File: src/rtl/tta16_io_bridge.sv
// Wishbone IO-bus slave for the tta16 tile: decodes io_adr_i[20:18], forwards cycles to the
// CRTC/SPROM/DMA slaves, and serves the LED register and cache-flush pulse locally.
module tta16_io_bridge #(
    parameter int unsigned LEDS_WIDTH   = 8,
    parameter int unsigned FLUSH_CYCLES = 1,
    parameter int unsigned TIMEOUT      = 15
) (
    input  logic                  wb_clk,
    input  logic                  reset,
    input  logic                  io_cyc_i,
    input  logic                  io_stb_i,
    input  logic                  io_we_i,
    input  logic [20:0]           io_adr_i,
    input  logic [1:0]            io_sel_i,
    input  logic [15:0]           io_dat_i,
    output logic                  io_ack_o,
    output logic                  io_err_o,
    output logic                  io_rty_o,
    output logic [15:0]           io_dat_o,
    output logic                  crtc_stb_o,
    output logic                  sprom_stb_o,
    output logic                  dma_stb_o,
    output logic                  sub_we_o,
    output logic [17:0]           sub_adr_o,
    output logic [1:0]            sub_sel_o,
    output logic [15:0]           sub_dat_o,
    input  logic                  crtc_ack_i,
    input  logic                  sprom_ack_i,
    input  logic                  dma_ack_i,
    input  logic                  dma_err_i,
    input  logic [15:0]           crtc_dat_i,
    input  logic [15:0]           sprom_dat_i,
    input  logic [15:0]           dma_dat_i,
    output logic [LEDS_WIDTH-1:0] leds_o,
    output logic                  cache_rst_o
);

    typedef enum logic [1:0] {StIdle, StFwd, StResp, StHold} state_e;

    localparam logic [2:0] RegCrtc  = 3'b000;
    localparam logic [2:0] RegSprom = 3'b001;
    localparam logic [2:0] RegLeds  = 3'b010;
    localparam logic [2:0] RegDma   = 3'b100;
    localparam logic [2:0] RegFlush = 3'b110;

    state_e                r_state;
    logic [2:0]            r_fwd;      // one-hot {dma, sprom, crtc} of the slave being forwarded to
    logic                  r_we;
    logic [7:0]            r_cnt;
    logic [3:0]            r_flush_cnt;
    logic                  r_ack;
    logic                  r_err;
    logic [15:0]           r_dat;
    logic [LEDS_WIDTH-1:0] r_leds;

    logic                  w_req;
    logic [2:0]            w_region;
    logic [2:0]            w_dec_fwd;
    logic                  w_is_leds;
    logic                  w_is_flush;
    logic [2:0]            w_stb;
    logic                  w_slv_ack;
    logic                  w_slv_err;
    logic [15:0]           w_slv_dat;
    logic                  w_fwd_live;
    logic                  w_fwd_ack;
    logic                  w_fwd_err;
    logic [LEDS_WIDTH-1:0] w_leds_next;

    // Reset masks the request so no strobe or pass-through response escapes during reset.
    assign w_req      = io_cyc_i & io_stb_i & ~reset;
    assign w_region   = io_adr_i[20:18];
    assign w_dec_fwd  = {w_region == RegDma, w_region == RegSprom, w_region == RegCrtc};
    assign w_is_leds  = (w_region == RegLeds);
    assign w_is_flush = (w_region == RegFlush);

    always_comb begin
        w_stb = 3'b000;
        if (w_req && r_state == StIdle) begin
            w_stb = w_dec_fwd;
        end else if (w_req && r_state == StFwd) begin
            w_stb = r_fwd;
        end
    end

    assign w_slv_ack = |(r_fwd & {dma_ack_i, sprom_ack_i, crtc_ack_i});
    assign w_slv_err = r_fwd[2] & dma_err_i;
    assign w_slv_dat = ({16{r_fwd[0]}} & crtc_dat_i)
                     | ({16{r_fwd[1]}} & sprom_dat_i)
                     | ({16{r_fwd[2]}} & dma_dat_i);

    assign w_fwd_live = w_req & (r_state == StFwd);
    assign w_fwd_ack  = w_fwd_live & w_slv_ack;
    assign w_fwd_err  = w_fwd_live & w_slv_err;

    always_comb begin
        w_leds_next = r_leds;
        for (int i = 0; i < int'(LEDS_WIDTH); i++) begin
            if (io_sel_i[i / 8]) begin
                w_leds_next[i] = io_dat_i[i];
            end
        end
    end

    always_ff @(posedge wb_clk) begin
        if (reset) begin
            r_state     <= StIdle;
            r_fwd       <= 3'b000;
            r_we        <= 1'b0;
            r_cnt       <= 8'd0;
            r_flush_cnt <= 4'd0;
            r_ack       <= 1'b0;
            r_err       <= 1'b0;
            r_dat       <= 16'h0000;
            r_leds      <= '0;
        end else begin
            r_ack <= 1'b0;
            r_err <= 1'b0;
            r_dat <= 16'h0000;
            if (r_flush_cnt != 4'd0) begin
                r_flush_cnt <= r_flush_cnt - 4'd1;
            end
            unique case (r_state)
                StIdle: begin
                    if (w_req) begin
                        r_we <= io_we_i;
                        if (|w_dec_fwd) begin
                            r_fwd   <= w_dec_fwd;
                            r_cnt   <= 8'd0;
                            r_state <= StFwd;
                        end else begin
                            r_state <= StResp;
                            if (w_is_leds) begin
                                r_ack <= 1'b1;
                                if (io_we_i) begin
                                    r_leds <= w_leds_next;
                                end else begin
                                    r_dat <= 16'(r_leds);
                                end
                            end else if (w_is_flush) begin
                                r_ack <= 1'b1;
                                if (io_we_i) begin
                                    r_flush_cnt <= 4'(FLUSH_CYCLES);
                                end
                            end else begin
                                r_err <= 1'b1;
                            end
                        end
                    end
                end
                StFwd: begin
                    if (!w_req) begin
                        r_fwd   <= 3'b000;
                        r_cnt   <= 8'd0;
                        r_state <= StIdle;
                    end else if (w_slv_ack || w_slv_err) begin
                        r_fwd   <= 3'b000;
                        r_cnt   <= 8'd0;
                        r_state <= StHold;
                    end else if (r_cnt == 8'(TIMEOUT - 1)) begin
                        // Slave never answered: terminate with a one-cycle registered error.
                        r_fwd   <= 3'b000;
                        r_cnt   <= 8'd0;
                        r_err   <= 1'b1;
                        r_state <= StResp;
                    end else begin
                        r_cnt <= r_cnt + 8'd1;
                    end
                end
                StResp:  r_state <= StHold;
                StHold:  r_state <= StIdle;
                default: r_state <= StIdle;
            endcase
        end
    end

    assign crtc_stb_o  = w_stb[0];
    assign sprom_stb_o = w_stb[1];
    assign dma_stb_o   = w_stb[2];

    assign io_ack_o = r_ack | w_fwd_ack;
    assign io_err_o = r_err | w_fwd_err;
    assign io_rty_o = 1'b0;
    assign io_dat_o = r_dat | ((w_fwd_ack && !r_we) ? w_slv_dat : 16'h0000);

    assign sub_we_o  = io_we_i;
    assign sub_adr_o = io_adr_i[17:0];
    assign sub_sel_o = io_sel_i;
    assign sub_dat_o = io_dat_i;

    assign leds_o      = r_leds;
    assign cache_rst_o = (r_flush_cnt != 4'd0);

endmodule

File: config.mk
export PLATFORM = sky130hd
export DESIGN_NAME = tta16_io_bridge
export DESIGN_NICKNAME = d
export VERILOG_FILES = /design/src/rtl/tta16_io_bridge.sv
export SDC_FILE = /design/constraint.sdc
export NUM_CORES = 1
export LEC_CHECK = 0
export CAP_MARGIN = 20
export CELL_PAD_IN_SITES_DETAIL_PLACEMENT = 0
export CELL_PAD_IN_SITES_GLOBAL_PLACEMENT = 2
export CORE_MARGIN = 8
export CORE_UTILIZATION = 19
export CTS_CLUSTER_SIZE = 10
export DETAILED_ROUTE_END_ITERATION = 8
export GPL_TIMING_DRIVEN = 0
export PLACE_DENSITY_LB_ADDON = 0.1
export SYNTH_ARGS = -nofsm -noshare
export SYNTH_HDL_FRONTEND = slang
export SYNTH_SLANG_ARGS = --single-unit
File: constraint.sdc
create_clock -name wb_clk -period 3.97 [get_ports wb_clk]
set_input_delay 1.191 -clock wb_clk [delete_from_list [all_inputs] [get_ports wb_clk]]
set_output_delay 1.191 -clock wb_clk [all_outputs]
set_load 0.03 [all_outputs]
==> results.toml <==
[worst_setup_path]
cp-start-kind = "primary input"
critPathKind = "primary input to primary output"
worstPathArrival_ns = 2.67
endpoint_kind = "primary output"
cp.required_ns = 2.78
cp_max_fo = 8
r2r_cells = 6

[timing]
slew_violations = 0
clock_skew_ns = 0.002599
rsz0062_at_grt = "false"
hold_viol_final = 0
worst_pin_slew_ns = 0.7391
fin_crit_sh_pct = 97.23
fin_crit_ns = 3.860
fmax_mhz = 259.1
relSlewSlack_pct = 50.62
setup_ws_ns = 0.1099
tns_ns = 0
setup_viol = 0

[floorplanning]
ios = 164
initial_utilization_pct = 19.43
fp.dieH_um = 123.8
core_area_mm2 = 0.01137
dieWidth_um = 123.8
die_area_mm2 = 0.01534
row_count = 39

[clock_tree]
cts_buffer_depth = 2
clkLatencyLatePin_ns = 0.27
cts_buffers = 5
cts_sinks = 36
cts_root_buf = "clkbuf_16"
ctsHtreeMaxLevel = 2
clk_pin_slew_ns = 0.05
ctsHoldBuffers = 0
cts_tree = "yes"

[cells_and_area]
drive_above_1_share_pct = 20.95
antenna_cells = 0
syn_to_final_growth_pct = 76.95
nFillCells = 1206
stdcell_count = 544
fin_nets = 499

[hold_path]
hp-class = "register to register"
worst_hold_path.num_cells = 2

[logic_synthesis]
synthTopCellsByArea = "dfxtp_1, buf_4, a222oi_1"
ys.flop_type = "dfxtp_1"
synth_area_leader_cell = "dfxtp_1"
ys_ff_latch = 36
async_flop_share_pct = 0
synth_most_common_cell = "buf_4"
synthesis.nets = 355
netlist_area_mm2 = 0.002210
synth_top_area_share_pct = 32.62
syn_area_per_cell_um2 = 8.631
synth-seq-area-share_pct = 32.62
netlist_top_cells_count = "buf_4, dfxtp_1, nor2_1, a222oi_1, nand2_1"
syn_inst = 256
synth_warnings = 0
synth_edf_count = 0
synth.distinct_cells = 44

[place]
dp.cells = 533
numPortBuffers = 134
gp_congestion = 0.7176
hpwl_um = 7410
place_ws_ns = -0.7680

[route]
final_antenna_net_count = 0
drc = 0
firstDrtPassIters = 5
vias_per_cell = 4.329
drtIter0Drc = 131
drt_wl_total_um = 9003
vias = 2355
routedWlPerCell_um = 16.55

[power]
combPwrFrac_pct = 29.7
vdd.ir_drop.worst_uv = 434.8
power.density_mw_per_mm2 = 319.0
p_int_uw = 910.7
leakage_uw = 0.001540
seqPwrFrac_pct = 32.2
clockPowerShare_pct = 38.2
sw_frac_of_total_pct = 26.98
p_sw_uw = 336.6
p_total_uw = 1247

[flow_run]
drv_cap = 0

[grt]
antenna_found_initial = 0
grt_max_degree = 12
grt_pass1_wl_um = 12880
grt_util_all_layers_pct = 10.73
grt_pass1_vias = 2375
grt_overflow = 0

[run_status]
status = "finished clean"
metal layers:
layer / up-vias / track usage, % / share of wire, %
li1: 1181 / - / -
met1: 1068 / 12.52 / 41
met2: 101 / 18.92 / 47
met3: 5 / 3.264 / 11
met4: 0 / 2.257 / 0.56
met5: - / 0 / 0
kinds of logic (layout without fill, tap and decap cells):
logic type	after synthesis	after routing	share of synthesized area, %
AND/OR/NAND/NOR	89	89	22.65
multiplexers	10	10	4.530
flip-flops	36	36	32.62
other	1	1	0.1697
adder cells (fa/ha/maj)	3	3	1.699
AO/OA/AOI/OAI	55	55	19.14
buffers and inverters	59	204	18.01
XOR/XNOR	3	3	1.189
final timing paths:
check,startpoint,end,slack [ns]
worst min register to register,r_we$_SDFFE_PP0P_,r_we$_SDFFE_PP0P_,0.49
worst max-delay path,io_adr_i[20],sprom_stb_o,0.11
worst min-delay path,r_we$_SDFFE_PP0P_,r_we$_SDFFE_PP0P_,0.49
worst max register to register,r_state[0]$_SDFFE_PP0P_,r_fwd[2]$_SDFFE_PP0P_,2.17
worst max-delay path, cell delays in order:
cell and delay [ns]:
clkdlybuf4s50_1 0.71, nor2_1 0.14, a32o_1 0.29, clkdlybuf4s15_1 0.34
area by class of cell:
type                    count  area (um2)  area share, %
plain buffers              52       377.9          9.664
well taps                 143       178.9          4.576
clock buffers               7       152.6          3.904
inverters                   6       22.52         0.5760
flip-flops and latches     36       720.7          18.43
clock inverters             1       30.03         0.7680
repair buffers            138        1310          33.50
multi-input cells         161        1117          28.58
registers in the layout, indices dropped and copies added (netlist names):
name,cells
r_cnt,8
r_flush_cnt,4
leds_o,8
r_dat,8
r_fwd,3
r_we,1
r_state,2
r_ack,1
r_err,1
cell usage in the layout, fill, tap and decap left out, types with 7 or more instances in the layout:
master,Yosys,layout
a21oi_1,9,9
a222oi_1,16,16
and2_1,10,10
buf_2,3,14
buf_4,38,45
clkbuf_1,8,7
clkdlybuf4s50_1,0,109
dfxtp_1,36,36
mux2i_1,10,10
nand2_1,12,12
nand3_1,8,8
nor2_1,27,27
o21bai_1,9,9
power groups by stage:
stage	Sequential [uW]	Combinational (uW)	Clock (uW)
global route	404	398	505
global placement	409	370	0
floorplan	405	217	0
detailed placement	408	370	0
CTS	400	374	491
finish	401	370	476
through the flow:
step	hold slack, ns	util, %	area [um2]
6_report	0.4855	34.39	3910
3_3_place_gp	0.4715	32.81	3730
4_1_cts	0.4943	33.91	3855
2_1_floorplan	0.4511	-	2210
3_5_place_dp	0.4789	32.81	3730
5_1_grt	0.5076	34.39	3910
timing repair:
item,in CTS,in global routing
endpoints found under the setup margin,21,19
pin swaps,0,4
setup buffers,1,2
cloned,0,1
resized for setup,91,17
(Power assumes the default switching activity.)
